==> src/rtl/ieeedrv_idcap.sv <==
// Per-subdrive disk-ID capture: snoops SD buffer writes to the directory sector and latches the 2-byte ID,
// with mount/format overrides, a tick-based timeout fallback and a registered active-drive view.
module ieeedrv_idcap #(
    parameter int         SUBDRV   = 2,
    parameter int         LBA_4040 = 357,
    parameter int         LBA_8250 = 1102,
    parameter logic [7:0] OFS_D    = 8'h18,
    parameter logic [7:0] OFS_G    = 8'hA2,
    parameter int         TMO_W    = 20
) (
    input  logic                   clk_sys,
    input  logic                   reset_n,
    input  logic                   ce,
    input  logic                   drv_type,
    input  logic [SUBDRV-1:0]      img_mounted,
    input  logic [2*SUBDRV-1:0]    img_type,
    input  logic [32*SUBDRV-1:0]   sd_lba,
    input  logic [SUBDRV-1:0]      sd_busy,
    input  logic [12:0]            sd_buff_addr,
    input  logic [7:0]             sd_buff_dout,
    input  logic                   sd_buff_wr,
    input  logic                   id_wr,
    input  logic [15:0]            id_hdr,
    input  logic [1:0]             drv_act,
    output logic [16*SUBDRV-1:0]   id,
    output logic [SUBDRV-1:0]      id_loaded,
    output logic [SUBDRV-1:0]      id_tmo,
    output logic [15:0]            id_act,
    output logic                   id_busy_act
);

    typedef enum logic [1:0] {
        ST_IDLE,
        ST_WAIT,
        ST_CAP,
        ST_VALID
    } state_t;

    localparam logic [TMO_W-1:0] TMO_ALL  = '1;
    localparam logic [TMO_W-1:0] TMO_LAST = TMO_ALL - TMO_W'(1);

    logic [31:0] dir_lba;
    logic [31:0] sec_ofs;
    logic [7:0]  byte_addr;

    assign dir_lba   = drv_type ? 32'(LBA_4040) : 32'(LBA_8250);
    assign sec_ofs   = {27'd0, sd_buff_addr[12:8]};
    assign byte_addr = sd_buff_addr[7:0];

    genvar gi;
    generate
        for (gi = 0; gi < SUBDRV; gi++) begin : g_sub
            state_t           state_reg;
            logic [TMO_W-1:0] timer_reg;
            logic [15:0]      id_reg;
            logic             loaded_reg;
            logic             tmo_reg;

            logic [31:0]      lba;
            logic [31:0]      lba_sum;
            logic [7:0]       ofs;
            logic [7:0]       ofs_hi;
            logic             hit;
            logic             sel_wr;
            logic             capturing;
            logic             tmo_fire;

            assign lba       = sd_lba[32*gi +: 32];
            assign lba_sum   = lba + sec_ofs;
            assign ofs       = img_type[2*gi+1] ? OFS_G : OFS_D;
            assign ofs_hi    = ofs + 8'd1;
            assign hit       = sd_busy[gi] & sd_buff_wr & (lba_sum == dir_lba);
            assign sel_wr    = id_wr & (drv_act == 2'(gi));
            assign capturing = (state_reg == ST_WAIT) || (state_reg == ST_CAP);
            // The tick that would bring the timer to all ones is the timeout itself.
            assign tmo_fire  = capturing & ce & (timer_reg == TMO_LAST);

            always_ff @(posedge clk_sys) begin
                if (!reset_n) begin
                    state_reg  <= ST_IDLE;
                    timer_reg  <= '0;
                    id_reg     <= 16'd0;
                    loaded_reg <= 1'b0;
                    tmo_reg    <= 1'b0;
                end else if (img_mounted[gi]) begin
                    state_reg  <= ST_WAIT;
                    timer_reg  <= '0;
                    loaded_reg <= 1'b0;
                    tmo_reg    <= 1'b0;
                end else if (sel_wr) begin
                    state_reg  <= ST_VALID;
                    timer_reg  <= '0;
                    id_reg     <= id_hdr;
                    loaded_reg <= 1'b1;
                    tmo_reg    <= 1'b0;
                end else if (tmo_fire) begin
                    // Timeout outranks a capture landing in the same cycle.
                    state_reg  <= ST_VALID;
                    timer_reg  <= '0;
                    id_reg     <= 16'd0;
                    loaded_reg <= 1'b1;
                    tmo_reg    <= 1'b1;
                end else if (capturing) begin
                    if (ce) begin
                        timer_reg <= timer_reg + TMO_W'(1);
                    end
                    if (hit) begin
                        if (byte_addr == ofs) begin
                            id_reg[7:0] <= sd_buff_dout;
                            if (state_reg == ST_WAIT) begin
                                state_reg <= ST_CAP;
                            end
                        end
                        if (byte_addr == ofs_hi) begin
                            id_reg[15:8] <= sd_buff_dout;
                        end
                        if (byte_addr == 8'hFF && state_reg == ST_CAP) begin
                            state_reg  <= ST_VALID;
                            timer_reg  <= '0;
                            loaded_reg <= 1'b1;
                        end
                    end
                end
            end

            assign id[16*gi +: 16] = id_reg;
            assign id_loaded[gi]   = loaded_reg;
            assign id_tmo[gi]      = tmo_reg;
        end
    endgenerate

    // Pad the per-subdrive view to the full drv_act range; missing drives read as busy with ID 0.
    logic [15:0] id_pad [4];
    logic [3:0]  busy_pad;

    generate
        for (gi = 0; gi < 4; gi++) begin : g_pad
            if (gi < SUBDRV) begin : g_in
                assign id_pad[gi]   = id[16*gi +: 16];
                assign busy_pad[gi] = ~id_loaded[gi];
            end else begin : g_out
                assign id_pad[gi]   = 16'd0;
                assign busy_pad[gi] = 1'b1;
            end
        end
    endgenerate

    logic [15:0] id_act_reg;
    logic        busy_act_reg;

    always_ff @(posedge clk_sys) begin
        if (!reset_n) begin
            id_act_reg   <= 16'd0;
            busy_act_reg <= 1'b0;
        end else begin
            id_act_reg   <= id_pad[drv_act];
            busy_act_reg <= busy_pad[drv_act];
        end
    end

    assign id_act      = id_act_reg;
    assign id_busy_act = busy_act_reg;

endmodule

==> config.mk <==
export PLATFORM = sky130hd
export DESIGN_NAME = ieeedrv_idcap
export DESIGN_NICKNAME = d
export VERILOG_FILES = /design/src/rtl/ieeedrv_idcap.sv
export SDC_FILE = /design/constraint.sdc
export NUM_CORES = 1
export LEC_CHECK = 0
export CAP_MARGIN = 20
export CORE_ASPECT_RATIO = 0.9
export CORE_MARGIN = 3
export CORE_UTILIZATION = 45
export DETAILED_ROUTE_END_ITERATION = 16
export GPL_TIMING_DRIVEN = 0
export PLACE_DENSITY_LB_ADDON = 0.2
export RECOVER_POWER = 100
export SYNTH_ARGS = -nofsm -noshare
export SYNTH_HDL_FRONTEND = slang
export SYNTH_SLANG_ARGS = --single-unit
==> constraint.sdc <==
create_clock -name clk_sys -period 3.9 [get_ports clk_sys]
set_input_delay 0.585 -clock clk_sys [delete_from_list [all_inputs] [get_ports clk_sys]]
set_output_delay 0.585 -clock clk_sys [all_outputs]
set_load 0.005 [all_outputs]
After elaboration in Yosys (flattened, before gate mapping)
Index checks and enable logic that the tools add are counted.

word-level totals
  register bits = 97
  bits in latches = 0
  bits in writable memories = 0
  bits in read-only memories = 0
  input port bits = 117
  output and inout bits = 53
  logic and storage cells = 149
  memories kept = 0

cells by class
  add/subtract/negate cells = 6
  $mul = 0
  divide/modulo/power cells = 0
  $lt $le $gt $ge = 2
  equal/unequal tests = 14
  shift-type cells = 0
  multiplexer cells = 52
  bitwise logic cells = 16
  reduce and logical (&&, ||, !) cells = 43

operator list
  operator               count
  $mux 16                10
  $mux 20                6
  $add 32x5->32          2
  $eq 32x11->1           2
  $mux 8                 6
  $add 20x1->20 const B  2
  $eq 20x20->1 const B   2
  $bmux 16 s2            1
  $eq 8x8->1             4
  $reduce_and 4->1       8
  $reduce_bool 4->1      8
  $reduce_bool 3->1      10
  $mux 2                 14
  $reduce_bool 5->1      4
  $add 8x1->8 const B    2
  $mux 1                 13
  $mux 11                1
  $and 1x1->1            10
  $eq 8x8->1 const B     1
  $reduce_or 4->1        2
  $eq 2x1->1 const B     3
  $reduce_and 3->1       2
  $reduce_or 3->1        2
  $not 1->1              5
  9 further kinds        13

Longest topological paths before layout
  depth in word-level cells = 9
  gate-level depth with buffers = 13
  gate-level depth less buffers = 12

Least setup slack after synthesis
OpenSTA, ideal clock, no wires.

  kind = input to register
  start = input sd_lba[32]
  end = register g_sub[1].id_reg[6]
  setup time = 0.119 ns
  arrival time = 3.503 ns
  data required time = 3.781 ns
  setup slack = 0.279 ns
  stages = 13
  path buffers = 1
  path through = ha_1 -> inv_1 -> fa_1 -> and2b_2 -> o211ai_2 -> a31o_2 -> or4_1 -> a22o_1 -> nor4_2 -> and2_4 -> o21bai_2 -> buf_6 -> o221a_2

on the way
  cells in the longest elaborated chain, start to end = 5

RTL lines
  item                         RTL line  source
  start, declared              17        input logic [32*SUBDRV-1:0] sd_lba,
  $add 32x5->32                69        assign lba_sum = lba + sec_ofs;
  $eq 32x11->1                 72        assign hit = sd_busy[gi] & sd_buff_wr & (lba_sum == dir_lba);
  $and 1x1->1                  72
  $reduce_bool 3->1 (no line)  n/a
  $reduce_and 4->1 (no line)   n/a
  end signal, assigned         93        id_reg <= id_hdr;
  end signal, assigned         109       id_reg[7:0] <= sd_buff_dout;
  end, declared                55        logic [15:0] id_reg;

Every way passes these cells.
A chain may end at the register's enable or synchronous reset.

Worst setup path after layout
  start = input sd_lba[0]
  end = register g_sub[0].id_reg[3]

on the way
  cells in the longest elaborated chain, start to end = 5

RTL lines
  item                         RTL line
  $add 32x5->32                69
  $eq 32x11->1                 72
  $and 1x1->1                  72
  $reduce_bool 3->1 (no line)  n/a
  $reduce_and 4->1 (no line)   n/a
  end signal, assigned         93
  end signal, assigned         109
  end, declared                55

Every way passes these cells.

==> summary.md <==
| Metric | Value |
|---|---|
| Status | `finished, final reports clean` |
| FMAX | `0.2641 GHz` |
| H-tree depth | `3` |
| Lkg Pwr | `0.003555 uW` |
| Max reg flops | `40` |
| Clock power share | `34.6%` |
| CTS tree | `yes` |
| DRC violations left | `0` |
| Die ar. | `16300 um2` |
| Comb pwr share | `22.5%` |
| Worst hold margin | `475.8 ps` |
| Hpwl dp | `15330 um` |
| Worst-Skew Late Latency | `340 ps` |
| Number of CTS-inserted buffers | `9` |
| Global-route wire length before repair | `32630 um` |
| PD cells | `257.5 nW/um2` |
| Via density | `5.874` |
| CP Class | `in2reg` |
| CP Max Fanout | `8` |
| Initial drt markers | `587` |
| R2R depth | `12` |
| Most used routing layer | `met2` |
| Clock skew | `6.746 ps` |
| WP data arrival | `4040 ps` |
| GR Layer Usage met3 | `3.773%` |
| Net Switching | `675.3 uW` |
| Sw frac | `28.34%` |
| Int Pwr | `1707 uW` |
| Transition time of the tightest slew-check pin | `789.0 ps` |
| Pre-CTS setup slack | `-688.6 ps` |
| GRT Util Overall | `24.12%` |
| Average wire per standard cell | `16.62 um` |
| Met2 usage | `39.13%` |
| Max-slew violation count | `0` |
| Core Area | `14260 um2` |
| Endpoint class of the critical path | `register` |
| Mapped Area | `6663 um2` |
| Final Non-Filler Cells | `1223` |
| Req. time, crit path | `4150 ps` |
| Syn Nets | `970` |
| Final worst-path cycle share | `97.10%` |
| Number of global-route vias before repair | `6617` |
| FF+latch area | `1942 um2` |
| Clock sink count | `97` |
| Mapped Cells | `833` |
| Total Power | `2383 uW` |
| Post-synth top flop | `dfxtp_1` |
| Area of the multi-input gates | `4681 um2` |
| Synthesis-to-layout area growth | `38.89%` |
| Hold Path Class | `reg2reg` |
| Max_slew headroom | `47.40%` |
| Die Y | `121.4 um` |
| ANT nets after route | `0` |
| Inst Count DP | `1190` |
| VDD IR max | `0.0001725 V` |
| Hold Buf Count CTS | `0` |
| Starting Density | `46.72%` |
| Diode count | `0` |
| Unique masters post-synth | `74` |
| Row cnt | `41` |
| Number of port buffers | `164` |
| Number of synthesized register bits | `97` |
| Yosys Warn Count | `0` |
| Largest net degree at the start of global routing | `17` |
| GR Overflow Total | `0` |
| Vias after detailed routing | `7184` |
| Final setup margin | `113.2 ps` |
| First drt pass iteration count | `6` |
| Fillers | `1279` |
| CTS Buffer Depth | `2` |
| Die X-Extent | `134.3 um` |
| Part of the power in registers | `43.0%` |
| Final net count | `1162` |
| I/O pin count | `170` |
| Fin. Hold Viols | `0` |
| Syn_area_per_cell | `7.998 um2` |
| Final setup viols | `0` |
| Clk slew on worst S/H paths | `70 ps` |
| Root Driver | `clkbuf_16` |
| Routability cong. | `0.9327` |
| Final wirelength | `20320 um` |
| Post-synth EDFFs | `0` |
| Min cycle time layout | `3787 ps` |
| GRT met1 Usage | `33.40%` |
| Startpoint types | `primary input` |
| Initial antenna violation count | `0` |
| Max-cap viol count | `0` |
| Share of flip-flops with an asynchronous set or reset | `0%` |
| Fraction of layout cells with a size suffix above 1 | `11.65%` |
| Hold path depth | `2` |
| Sequential element share of the synthesized area | `29.15%` |
-- what timing repair did --
item,4_1_cts,5_1_grt
cloned,0,1
setup endpoints to repair,74,77
buffers inserted,7,9
pin swaps,8,19
resized for setup,20,39
-- worst max-delay path: stages --
cell	delay, ps
clkdlybuf4s50_1	480
ha_2	190
inv_1	50
fa_2	350
nand2b_4	170
a21oi_4	180
o2111ai_2	160
xor2_1	220
or3b_4	420
a2111oi_4	450
nand4b_1	200
a21o_4	300
a221oi_1	280
-- final timing paths --
path / startpoint / to / slack, ps
min reg2reg: g_sub[1].tmo_reg / g_sub[1].tmo_reg / 480
min: g_sub[1].tmo_reg / g_sub[1].tmo_reg / 480
max: sd_lba[0] / g_sub[0].id_reg[3] / 110
max reg2reg: g_sub[0].state_reg[0] / g_sub[0].id_reg[15] / 530
-- Yosys cell counts, types with 21 or more instances --
| master | n | area, um2 |
|---|---|---|
| dfxtp_1 | 97 | 1942 |
| nor2_1 | 91 | 341.6 |
| nand2_1 | 73 | 274.0 |
| o21ai_0 | 49 | 245.2 |
| xor2_1 | 39 | 341.6 |
| nand3_1 | 32 | 160.2 |
| inv_1 | 30 | 112.6 |
| nand4_1 | 26 | 162.7 |
| and3_1 | 25 | 156.4 |
| clkbuf_1 | 25 | 93.84 |
| mux2i_1 | 25 | 250.2 |
| xnor2_1 | 21 | 183.9 |
-- power groups by stage --
stage | registers, uW | clock network [uW] | logic [uW]
final | 1020 | 824 | 535
after global routing | 1030 | 878 | 583
after CTS | 1020 | 834 | 506
after detailed placement | 1050 | 0 | 490
after global placement | 1050 | 0 | 485
after floorplan | 1040 | 0 | 242
-- cell type report --
class	count	share of cell area (%)
Tap cell	193	2.610
Clock inverter	6	0.4597
Sequential cell	97	20.98
Clock buffer	10	2.474
Inverter	30	1.217
Multi-Input combinational cell	664	50.58
Timing Repair Buffer	182	19.54
Buffer	41	2.136
-- cells by family (layout without fill, tap and decap cells) --
kind of cell             after synthesis  count (layout)  synth area share (%)
AO/OA/AOI/OAI                        215             215                 24.00
XOR/XNOR                              60              60                 7.887
adder cells (fa/ha/maj)               20              20                 3.981
buffers and inverters                 72             269                 4.563
flip-flops                            97              97                 29.15
multiplexers                          25              25                 3.756
AND/OR/NAND/NOR                      344             344                 26.67
-- routing by layer --
metal / wire length (um) / up-vias
met3: 1598 / 36
li1: - / 3467
met2: 9142 / 353
met4: 349 / 0
met5: 0 / -
met1: 9231 / 3328
-- through the flow --
step	TNS [ps]	cell area [um2]	util, %
5_1_grt	-77.90	9254	64.89
3_3_place_gp	-42360	8546	59.92
3_5_place_dp	-46140	8546	59.92
6_report	0	9254	64.89
4_1_cts	0	8966	62.87
2_1_floorplan	0	6663	-
-- placed cells by master, fill, tap and decap left out, types with 8 or more instances in the layout --
cell,count
o21ai_0,49
and4_1,8
buf_4,16
dfxtp_1,97
nor2_1,91
a211oi_1,9
or3_1,9
and3_1,25
nand3_1,32
nand2b_1,8
a221oi_1,11
nor2b_1,11
a21oi_1,16
mux2i_1,24
o21a_1,11
buf_2,9
xnor2_1,21
ha_1,15
inv_1,28
a31oi_1,8
xor2_1,39
dlygate4sd3_1,55
a21boi_0,10
nor3_1,18
a21o_1,8
o211ai_1,8
nand4_1,26
clkbuf_1,24
a22oi_1,9
clkbuf_16,9
o221a_2,12
nand2_1,73
clkdlybuf4s50_1,107
Power figures use the tool's default switching activity.
